File: src/rtl/mem_arbiter.sv
// Two-port (instruction fetch / data) arbiter onto a single-ported memory bus.
// Optional wait-state timeout compiled in with `define MEM_ARB_TIMEOUT_EN.
module mem_arbiter #(
   parameter int WAIT_MAX = 15
) (
   input  logic        clk,
   input  logic        rst_n,
   input  logic        if_req,
   input  logic [31:0] if_addr,
   output logic [31:0] if_rdata,
   output logic        if_valid,
   input  logic        d_req,
   input  logic        d_we,
   input  logic [2:0]  d_size,
   input  logic [31:0] d_addr,
   input  logic [31:0] d_wdata,
   output logic [31:0] d_rdata,
   output logic        d_valid,
   output logic        d_err,
   output logic [31:0] mem_addr,
   output logic [31:0] mem_wdata,
   output logic [3:0]  mem_we,
   output logic        mem_re,
   input  logic        mem_ready,
   input  logic [31:0] mem_rdata
);

   typedef enum logic [1:0] {IDLE = 2'b00, IF_ACC = 2'b01, D_ACC = 2'b10} state_t;

   state_t      state;
   logic        last_grant;   // 1 = data port was served last
   logic        if_pend;
   logic        d_pend;
   logic        grant_d;
   logic        misalign;
   logic [3:0]  st_we;
   logic [31:0] st_wdata;

`ifdef MEM_ARB_TIMEOUT_EN
   localparam int CW = $clog2(WAIT_MAX + 1);
   logic [CW-1:0] wait_cnt;
`else
   localparam int unused_wait_max = WAIT_MAX;
`endif

   // A requester still holds its level during its completion pulse; mask it so it is not re-granted.
   always_comb begin
      if_pend  = if_req & ~if_valid;
      d_pend   = d_req & ~d_valid & ~d_err;
      grant_d  = d_pend & (~if_pend | ~last_grant);
      misalign = 1'b0;
      st_we    = 4'b0000;
      st_wdata = d_wdata;
      case (d_size)
         3'b000, 3'b100: begin
            st_we    = 4'b0001 << d_addr[1:0];
            st_wdata = {4{d_wdata[7:0]}};
         end
         3'b001, 3'b101: begin
            misalign = d_addr[0];
            st_we    = d_addr[1] ? 4'b1100 : 4'b0011;
            st_wdata = {2{d_wdata[15:0]}};
         end
         3'b010: begin
            misalign = (d_addr[1:0] != 2'b00);
            st_we    = 4'b1111;
         end
         default: begin
            misalign = 1'b1;
         end
      endcase
   end

   // Arbitration FSM with registered memory strobes and completion pulses.
   always_ff @(posedge clk or negedge rst_n) begin
      if (!rst_n) begin
         state      <= IDLE;
         last_grant <= 1'b0;
         if_valid   <= 1'b0;
         d_valid    <= 1'b0;
         d_err      <= 1'b0;
         if_rdata   <= 32'h0000_0000;
         d_rdata    <= 32'h0000_0000;
         mem_addr   <= 32'h0000_0000;
         mem_wdata  <= 32'h0000_0000;
         mem_we     <= 4'b0000;
         mem_re     <= 1'b0;
`ifdef MEM_ARB_TIMEOUT_EN
         wait_cnt   <= '0;
`endif
      end else begin
         if_valid <= 1'b0;
         d_valid  <= 1'b0;
         d_err    <= 1'b0;
         case (state)
            IDLE: begin
               if (grant_d) begin
                  last_grant <= 1'b1;
                  if (misalign) begin
                     d_err <= 1'b1;
                  end else begin
                     state    <= D_ACC;
                     mem_addr <= {d_addr[31:2], 2'b00};
                     if (d_we) begin
                        mem_we    <= st_we;
                        mem_wdata <= st_wdata;
                        mem_re    <= 1'b0;
                     end else begin
                        mem_we    <= 4'b0000;
                        mem_wdata <= 32'h0000_0000;
                        mem_re    <= 1'b1;
                     end
                  end
               end else if (if_pend) begin
                  last_grant <= 1'b0;
                  state      <= IF_ACC;
                  mem_addr   <= {if_addr[31:2], 2'b00};
                  mem_wdata  <= 32'h0000_0000;
                  mem_we     <= 4'b0000;
                  mem_re     <= 1'b1;
               end else begin
                  state <= IDLE;
               end
            end
            IF_ACC, D_ACC: begin
               if (mem_ready) begin
                  state  <= IDLE;
                  mem_we <= 4'b0000;
                  mem_re <= 1'b0;
                  if (state == IF_ACC) begin
                     if_rdata <= mem_rdata;
                     if_valid <= 1'b1;
                  end else begin
                     d_rdata <= mem_rdata;
                     d_valid <= 1'b1;
                  end
`ifdef MEM_ARB_TIMEOUT_EN
                  wait_cnt <= '0;
               end else if (wait_cnt == CW'(WAIT_MAX - 1)) begin
                  state    <= IDLE;
                  mem_we   <= 4'b0000;
                  mem_re   <= 1'b0;
                  wait_cnt <= '0;
                  if (state == IF_ACC) begin
                     if_rdata <= 32'h0000_0000;
                     if_valid <= 1'b1;
                  end else begin
                     d_err <= 1'b1;
                  end
               end else begin
                  wait_cnt <= wait_cnt + CW'(1);
`else
               end else begin
                  state <= state;
`endif
               end
            end
            default: begin
               state  <= IDLE;
               mem_we <= 4'b0000;
               mem_re <= 1'b0;
            end
         endcase
      end
   end

endmodule

File: config.mk
export PLATFORM = sky130hd
export DESIGN_NAME = mem_arbiter
export DESIGN_NICKNAME = d
export VERILOG_FILES = /design/src/rtl/mem_arbiter.sv
export SDC_FILE = /design/constraint.sdc
export NUM_CORES = 1
export LEC_CHECK = 0
export ABC_AREA = 1
export BUFFER_PORTS_ARGS = -buffer_cell sky130_fd_sc_hd__buf_2
export CORE_AREA = 5 5 120 122
export CTS_BUF_LIST = sky130_fd_sc_hd__clkbuf_8 sky130_fd_sc_hd__clkbuf_16
export DETAILED_ROUTE_END_ITERATION = 10
export DIE_AREA = 0 0 125 127
export PLACE_DENSITY = 0.83
export REMOVE_ABC_BUFFERS = 1
export SLEW_MARGIN = 30
export SYNTH_ARGS = -nofsm -noshare
export SYNTH_HDL_FRONTEND = slang
export SYNTH_SLANG_ARGS = --single-unit
File: constraint.sdc
create_clock -name clk -period 1.85 [get_ports clk]
set_input_delay 0.2775 -clock clk [delete_from_list [all_inputs] [get_ports clk]]
set_output_delay 0.2775 -clock clk [all_outputs]
set_load 0.01 [all_outputs]
# Word-level counts from Yosys, hierarchy flattened
# Index checks and enable logic that the tools add are counted.
[totals]
register_bits = 139
in_bits = 137
output_inout_bits = 136
elab_cells = 85
[op_classes]
eq_ne = 10
shifts = 1
muxes = 39
bitwise = 11
n_reduce_logical = 13
[ops]
columns = ["op", "count"]
rows = [
  ["$mux 32", 7],
  ["$pmux 32 s2", 1],
  ["$mux 4", 6],
  ["$mux 1", 17],
  ["$pmux 4 s3", 1],
  ["$reduce_and 3->1", 4],
  ["$pmux 4 s2", 1],
  ["$eq 3x3->1 const B", 2],
  ["$mux 2", 3],
  ["$ne 3x3->1 const B", 2],
  ["$not 1->1", 6],
  ["$reduce_or 2->1", 3],
  ["$and 1x1->1", 4],
  ["$ne 2x2->1 const B", 2],
  ["$pmux 2 s2", 1],
  ["$reduce_and 2->1", 2],
  ["$reduce_bool 2->1", 2],
  ["$shl 1x2->4 const A", 1],
  ["$eq 3x1->1 const B", 1],
  ["$eq 3x2->1 const B", 1],
  ["$logic_not 3->1", 1],
  ["$pmux 1 s3", 1],
  ["$eq 2x1->1 const B", 1],
  ["$eq 2x2->1 const B", 1],
  ["other kinds (3)", 3],
]

# Longest topological paths before layout
# Gate-level depths: netlist (run 1).
[depth]
ltp_word = 7
ltp_mapped = 10
ltp_nobuf = 9

# Worst setup path before layout (run 1)
# OpenSTA, ideal clock, no wires.
[synth_timing]
kind = "register to register"
start = "reg state[0]"
end = "reg mem_addr[10]"
setup_time_ns = 0.066
t_arrival_ns = 1.519
required_ns = 1.784
setup_slack_ns = 0.265
stages_incl_launch_ff = 10
n_path_buf = 1
synth_period_minus_slack_ns = 1.585
path_cell_list = "dfrtp_1 > inv_1 > ha_1 > inv_1 > a21oi_1 > inv_1 > a21oi_2 > buf_2 > nand2_1 > nand2_1"
[synth_via]
elab_chain_cells = 2
[synth_rtl]
columns = ["element", "line_no", "rtl"]
rows = [
  ["from (decl)", "30", "state_t state;"],
  ["from (signal assigned)", "154", "state <= state;"],
  ["$logic_not 2->1", "95", "case (state)"],
  ["$reduce_and 3->1 (no line)", "-", ""],
  ["to (signal assigned)", "103", "mem_addr <= {d_addr[31:2], 2'b00};"],
  ["to (signal assigned)", "117", "mem_addr <= {if_addr[31:2], 2'b00};"],
  ["to (decl)", "20", "output logic [31:0] mem_addr,"],
]
# Every way passes these cells.
# A chain may end at the register's enable or synchronous reset.

# Worst setup path in the final report (run 1)
[layout_timing]
start = "reg state[0]"
end = "reg mem_wdata[26]"
[layout_via]
elab_chain_cells = 2
[layout_rtl]
columns = ["element", "line_no", "rtl"]
rows = [
  ["$logic_not 2->1", "95", ""],
  ["$reduce_and 3->1 (no line)", "-", ""],
  ["to (signal assigned)", "106", "mem_wdata <= st_wdata;"],
  ["to (decl)", "21", "output logic [31:0] mem_wdata,"],
]
# Every way passes these cells.

==> flow_summary.json, run 1 <==
{
  "outcome": "complete, no violations",
  "p_leak_nw": 4.91,
  "clock_tree.root_cell": "clkbuf_16",
  "initial_utilization": 0.462,
  "synth_area_leader_cell": "dfrtp_1",
  "rr_startpoint": "state[0]",
  "syn_area_um2": 6040,
  "synth-seq-cells": 137,
  "syn_area_per_cell_um2": 7.84,
  "period_needed_ns": 1.68,
  "p_total_mw": 14.0,
  "drv_cap": 0,
  "drc": 0,
  "power_density_nw_per_um2": 1670,
  "drtIter0Drc": 329,
  "dr_total_vias": 5775,
  "worst_ep_required_time_ns": 2.19,
  "arrival_ns": 2.03,
  "antenna_found_initial": 2,
  "critPathKind": "reg -> reg",
  "fmax_mhz": 594,
  "p_seq_frac": 0.353,
  "dieArea_um2": 15900,
  "min_period_over_period": 0.910,
  "chipWidth_um": 125,
  "grt_max_degree": 65,
  "critPathLaunch": "state[0]",
  "synthArstFlopShare": 1.00,
  "ys_seq_area_frac": 0.568,
  "rows": 42,
  "drt-total-wl_um": 17100,
  "synth.area.top_cells": "dfrtp_1 (57%), nand2_1 (23%), o21ai_0 (7.2%), inv_1 (3.4%), nor2_1 (1.8%)",
  "pwr-share-comb": 0.395,
  "wire_per_inst_um": 13.9,
  "die_h_um": 127,
  "swShare": 0.383,
  "synth_warnings": 0,
  "ir_drop_mv": 0.768,
  "setup-violations-final": 0,
  "synthCells": 770,
  "path_max_fanout": 18,
  "postPlaceCellArea_um2": 7690,
  "synth-main-ff-cell": "dfrtp_1",
  "yosysMostFrequentCell": "nand2_1",
  "portBuffers": 268,
  "gp_congestion": 0.835,
  "cts_tree": "built",
  "hold_violations": 0,
  "synth_edf_count": 0,
  "crit_path_end_kind": "flip-flop",
  "tns_ns": 0,
  "finClkSkew_ns": 0.00854,
  "path_clk_slew_ns": 0.06,
  "drtPass1Iterations": 7,
  "place_hpwl_um": 12900,
  "insertion_delay_ns": 0.41,
  "slew_violations": 0,
  "cts.htree.levels": 4,
  "worstHoldStart": "mem_rdata[30]",
  "drive_gt1_frac": 0.315,
  "p_sw_mw": 5.35,
  "clockBufferDepth": 2,
  "cts.sinks": 137,
  "critPathLaunchType": "flip-flop",
  "overflow": 0,
  "viasPerCell": 4.70,
  "p_int_mw": 8.62,
  "antenna_left": 0,
  "synth_cell_type_count": 23,
  "cts_buffers": 17,
  "rsz0062_at_grt": "no",
  "clock_power_share": 0.252,
  "syn_to_final_growth_pct": 38.4,
  "holdCritPathClass": "in -> reg",
  "final_area_um2": 8360,
  "grt_pass1_wl_um": 27400,
  "nets": 1178,
  "track_usage": 0.214,
  "ios": 273,
  "grt_pass1_vias": 5499,
  "synthTopCellsByCount": "nand2_1 (366), dfrtp_1 (137), o21ai_0 (87)",
  "yosysTopAreaCellShare": 0.568,
  "coreArea_um2": 13100
}
final timing paths:
check                                end  slack [ns]  cells past startpoint
setup / recovery           mem_wdata[26]        0.17                      9
hold / removal              if_rdata[30]        0.13                      3
setup reg to reg           mem_wdata[26]        0.17                      9
hold reg to reg                mem_we[1]        0.48                      2
max in group asynchronous    d_rdata[30]        0.87                      3
min in group asynchronous   mem_addr[14]        0.34                      2
cells in the final DEF (no fill, tap or decap), types with 3 or more instances in the layout:
cell,synthesis,routed
nand2_1,366,365
inv_6,0,7
nor2_1,29,29
buf_4,2,11
inv_1,54,54
bufinv_16,0,3
dfrtp_1,137,137
nand3_1,16,16
o21ai_0,87,87
o22ai_1,7,7
buf_12,0,8
buf_2,10,267
clkbuf_16,0,17
clkinv_4,0,3
nor3_1,17,17
what timing repair did:
item                                    4_1_cts  5_1_grt
hold buffers                                  1        0
endpoints found under the setup margin        0       62
endpoints found under the hold margin        40        0
resized for setup                             0        5
buffers inserted                              0        2
per-stage QoR:
stage / hold WS (ns) / worst slack [ns] / instances / utilization
3_3_place_gp: 0.213 / 0.0572 / 1193 / 0.588
4_1_cts: 0.118 / 0.0127 / 1226 / 0.636
5_1_grt: 0.119 / 0.00862 / 1229 / 0.639
2_1_floorplan: -0.0181 / -1.24 / 732 / -
3_5_place_dp: 0.219 / 0.0249 / 1193 / 0.588
6_report: 0.133 / 0.166 / 1229 / 0.639
registers in the layout, summed over array words and instances, names as in the netlist:
signal and cells:
mem_wdata 32, d_valid 1, mem_we 4, if_rdata 32, state 2, d_rdata 32
if_valid 1, mem_addr 30, mem_re 1, last_grant 1, d_err 1
worst max-delay path, stage by stage (launching register included):
cell	delay [ns]
dfrtp_1	0.39
inv_1	0.08
ha_1	0.22
inv_1	0.11
a21oi_4	0.18
inv_1	0.11
a21oi_4	0.21
buf_12	0.18
nand3_1	0.07
nand2_1	0.06
area by class of cell:
| class | instances | area (um^2) |
|---|---|---|
| Fill cell | 1124 | 4730 |
| Tap cell | 176 | 220 |
| Inverter | 57 | 216 |
| Antenna cell | 1 | 2.50 |
| Clock inverter | 14 | 183 |
| Timing Repair Buffer | 288 | 1600 |
| Sequential cell | 137 | 3430 |
| Multi-Input combinational cell | 538 | 2270 |
| Clock buffer | 18 | 439 |
cells by family (layout without fill, tap and decap cells):
group | count (synthesis) | in the layout | synth area share
DFF | 137 | 137 | 0.568
AOI/OAI and AO/OA | 100 | 100 | 0.0856
other | 1 | 3 | 0.000621
buffers and inverters | 96 | 377 | 0.0630
and+or+nand+nor | 434 | 434 | 0.279
adders and majority gates | 2 | 2 | 0.00414
routing by layer:
metal	share of wire	global-route usage
met5	0.00041	0
met4	0.027	0.0816
met3	0.066	0.0588
met2	0.49	0.359
met1	0.42	0.267
power groups by stage:
stage | registers (mW) | clock network [mW] | logic (mW)
after floorplan | 5.53 | 0 | 2.24
after global placement | 4.91 | 0 | 5.39
after detailed placement | 4.94 | 0 | 5.54
after CTS | 4.93 | 3.58 | 5.55
after global routing | 5.10 | 3.72 | 6.22
final | 4.93 | 3.51 | 5.52
(Power assumes the default switching activity.)
==> run 2, diff against run 1 <==
--- a/config.mk
+++ b/config.mk
@@ -12,7 +12,6 @@
 export DETAILED_ROUTE_END_ITERATION = 10
 export DIE_AREA = 0 0 125 127
 export PLACE_DENSITY = 0.83
-export REMOVE_ABC_BUFFERS = 1
 export SLEW_MARGIN = 30
 export SYNTH_ARGS = -nofsm -noshare
 export SYNTH_HDL_FRONTEND = slang
==> flow_summary.json, run 2 (synthesis gave the netlist of run 1 again) <==
{
  "reg_top3": "d_rdata (32), if_rdata (32), mem_wdata (32)",
  "nets": 1180,
  "fmax_mhz": 601,
  "holdWs_ns": 0.128,
  "dr_total_vias": 5862,
  "place_hpwl_um": 13200,
  "p_int_mw": 8.67,
  "fill_cells": 1111,
  "gp_congestion": 0.868,
  "worst_ep_required_time_ns": 2.17,
  "die_h_um": 127,
  "antenna_left": 0,
  "holdPathStages": 3,
  "path_clk_slew_ns": 0.06,
  "rows": 42,
  "hold_violations": 0,
  "crit-reg2reg-capture": "mem_wdata[31]",
  "drt-total-wl_um": 18100,
  "power_density_nw_per_um2": 1680,
  "tns_ns": 0,
  "path_max_fanout": 8,
  "tightest_slew_ns": 0.499,
  "drtPass1Iterations": 5,
  "worstHoldStart": "mem_rdata[18]",
  "min_period_over_period": 0.900,
  "antenna_found_initial": 4,
  "fin_util": 0.640,
  "grt_max_degree": 65,
  "layoutNonFillerInstCount": 1234,
  "setup-violations-final": 0,
  "track_usage": 0.225,
  "p_sw_mw": 5.39,
  "insertion_delay_ns": 0.41,
  "clock_power_share": 0.256,
  "initial_utilization": 0.462,
  "viasPerCell": 4.75,
  "slowest_delay_ns": 0.35,
  "postPlaceCellArea_um2": 7690,
  "portBuffers": 268,
  "chipWidth_um": 125,
  "drc": 0,
  "multi_input_area_um2": 2270,
  "slew_violations": 0,
  "cts_buffers": 17,
  "coreArea_um2": 13100,
  "rsz0062_at_grt": "no",
  "grt_pass1_wl_um": 28600,
  "final_area_um2": 8370,
  "rr_startpoint": "state[1]",
  "holdPathEnd": "d_rdata[18]",
  "pwr-share-comb": 0.394,
  "p_leak_nw": 4.90,
  "clock_tree.root_cell": "clkbuf_16",
  "grt_pass1_vias": 5797,
  "critPathLaunchType": "flip-flop",
  "ios": 273,
  "outcome": "complete, no violations",
  "dieArea_um2": 15900,
  "reg2reg_slack_ns": 0.19,
  "arrival_ns": 1.99,
  "cts_tree": "built",
  "layout.cells.most_common": "nand2_1",
  "crit_path_end_kind": "flip-flop",
  "reg2reg_depth": 8,
  "critPathKind": "reg -> reg",
  "period_needed_ns": 1.66,
  "critPathLaunch": "state[1]",
  "placed_cells": 1195,
  "ir_drop_mv": 0.887,
  "final_cell_mix": "nand2_1 (365), buf_2 (267), dfrtp_1 (137)",
  "wire_per_inst_um": 14.7,
  "swShare": 0.383,
  "maxSlewHeadroom": 0.666,
  "drtIter0Drc": 444,
  "cts.sinks": 137,
  "p_seq_frac": 0.351,
  "drive_gt1_frac": 0.315,
  "seq_area_um2": 3430,
  "drv_cap": 0,
  "cts.htree.levels": 4,
  "finClkSkew_ns": 0.00760,
  "clockBufferDepth": 2,
  "critPathSlowestCell": "dfrtp_1",
  "overflow": 0,
  "holdCritPathClass": "in -> reg",
  "syn_to_final_growth_pct": 38.6,
  "path_cells": "inv_1 -> ha_1 -> inv_1 -> a21oi_2 -> buf_4 -> o21ai_4 -> buf_4 -> o21ai_0"
}
## run 2: changes by cell type in the layout (fill, tap and decap cells not counted), moves of 2 or more
cell,previous run,this run
clkinv_4,3,1
inv_6,7,3
diode_2,1,4
clkinvlp_4,0,4
buf_4,11,13
## run 2: cell type report
cell class              count  share of cell area
diodes                      4             0.00120
clock buffers              18              0.0525
clock inverters            14              0.0232
inverters                  57              0.0259
multi-input cells         539               0.271
flip-flops and latches    137               0.409
well taps                 176              0.0263
repair buffers            289               0.191
## run 2: worst max path at each step
| stage | slack, ns | to |
|---|---|---|
| after floorplan | 0.26 | mem_addr[10] |
| after global placement | 0.07 | mem_addr[19] |
| after detailed placement | 0.05 | mem_wdata[22] |
| after CTS | 0.02 | mem_addr[20] |
| after global routing | 0.01 | mem_wdata[26] |
| final | 0.19 | mem_wdata[31] |
## run 2: through the flow
| step | worst slack [ns] | power, mW |
|---|---|---|
| final | 0.185 | 14.1 |
| after detailed placement | 0.0508 | 10.5 |
| after floorplan | 0.265 | 7.93 |
| after global placement | 0.0681 | 10.2 |
| after global routing | 0.0108 | 15.1 |
| after CTS | 0.0179 | 14.1 |
## run 2: critical path: cells and delay by family (launching register included)
kind / cells / cell delay [ns]
buffers and inverters: 4 / 0.55
AOI/OAI and AO/OA: 3 / 0.44
DFF: 1 / 0.35
adders and majority gates: 1 / 0.23
## run 2: power groups by stage
stage	Combinational, mW	Clock [mW]	Sequential (mW)
after floorplan	2.40	0	5.53
after global placement	5.35	0	4.90
after detailed placement	5.53	0	4.93
after CTS	5.55	3.67	4.93
after global routing	6.21	3.79	5.09
final	5.53	3.60	4.93
## run 2: layer usage
layer	track usage	up-vias	wire length, um
met5	0	-	0
met4	0.115	0	726
met3	0.0555	50	1030
met2	0.380	224	9150
met1	0.268	2652	7180
li1	-	2936	-
## run 2: timing repair
item | CTS | global route
buffers inserted | 0 | 1
endpoints found under the setup margin | 0 | 57
resized for setup | 0 | 4
hold buffers | 1 | 0
hold endpoints to repair | 41 | 0
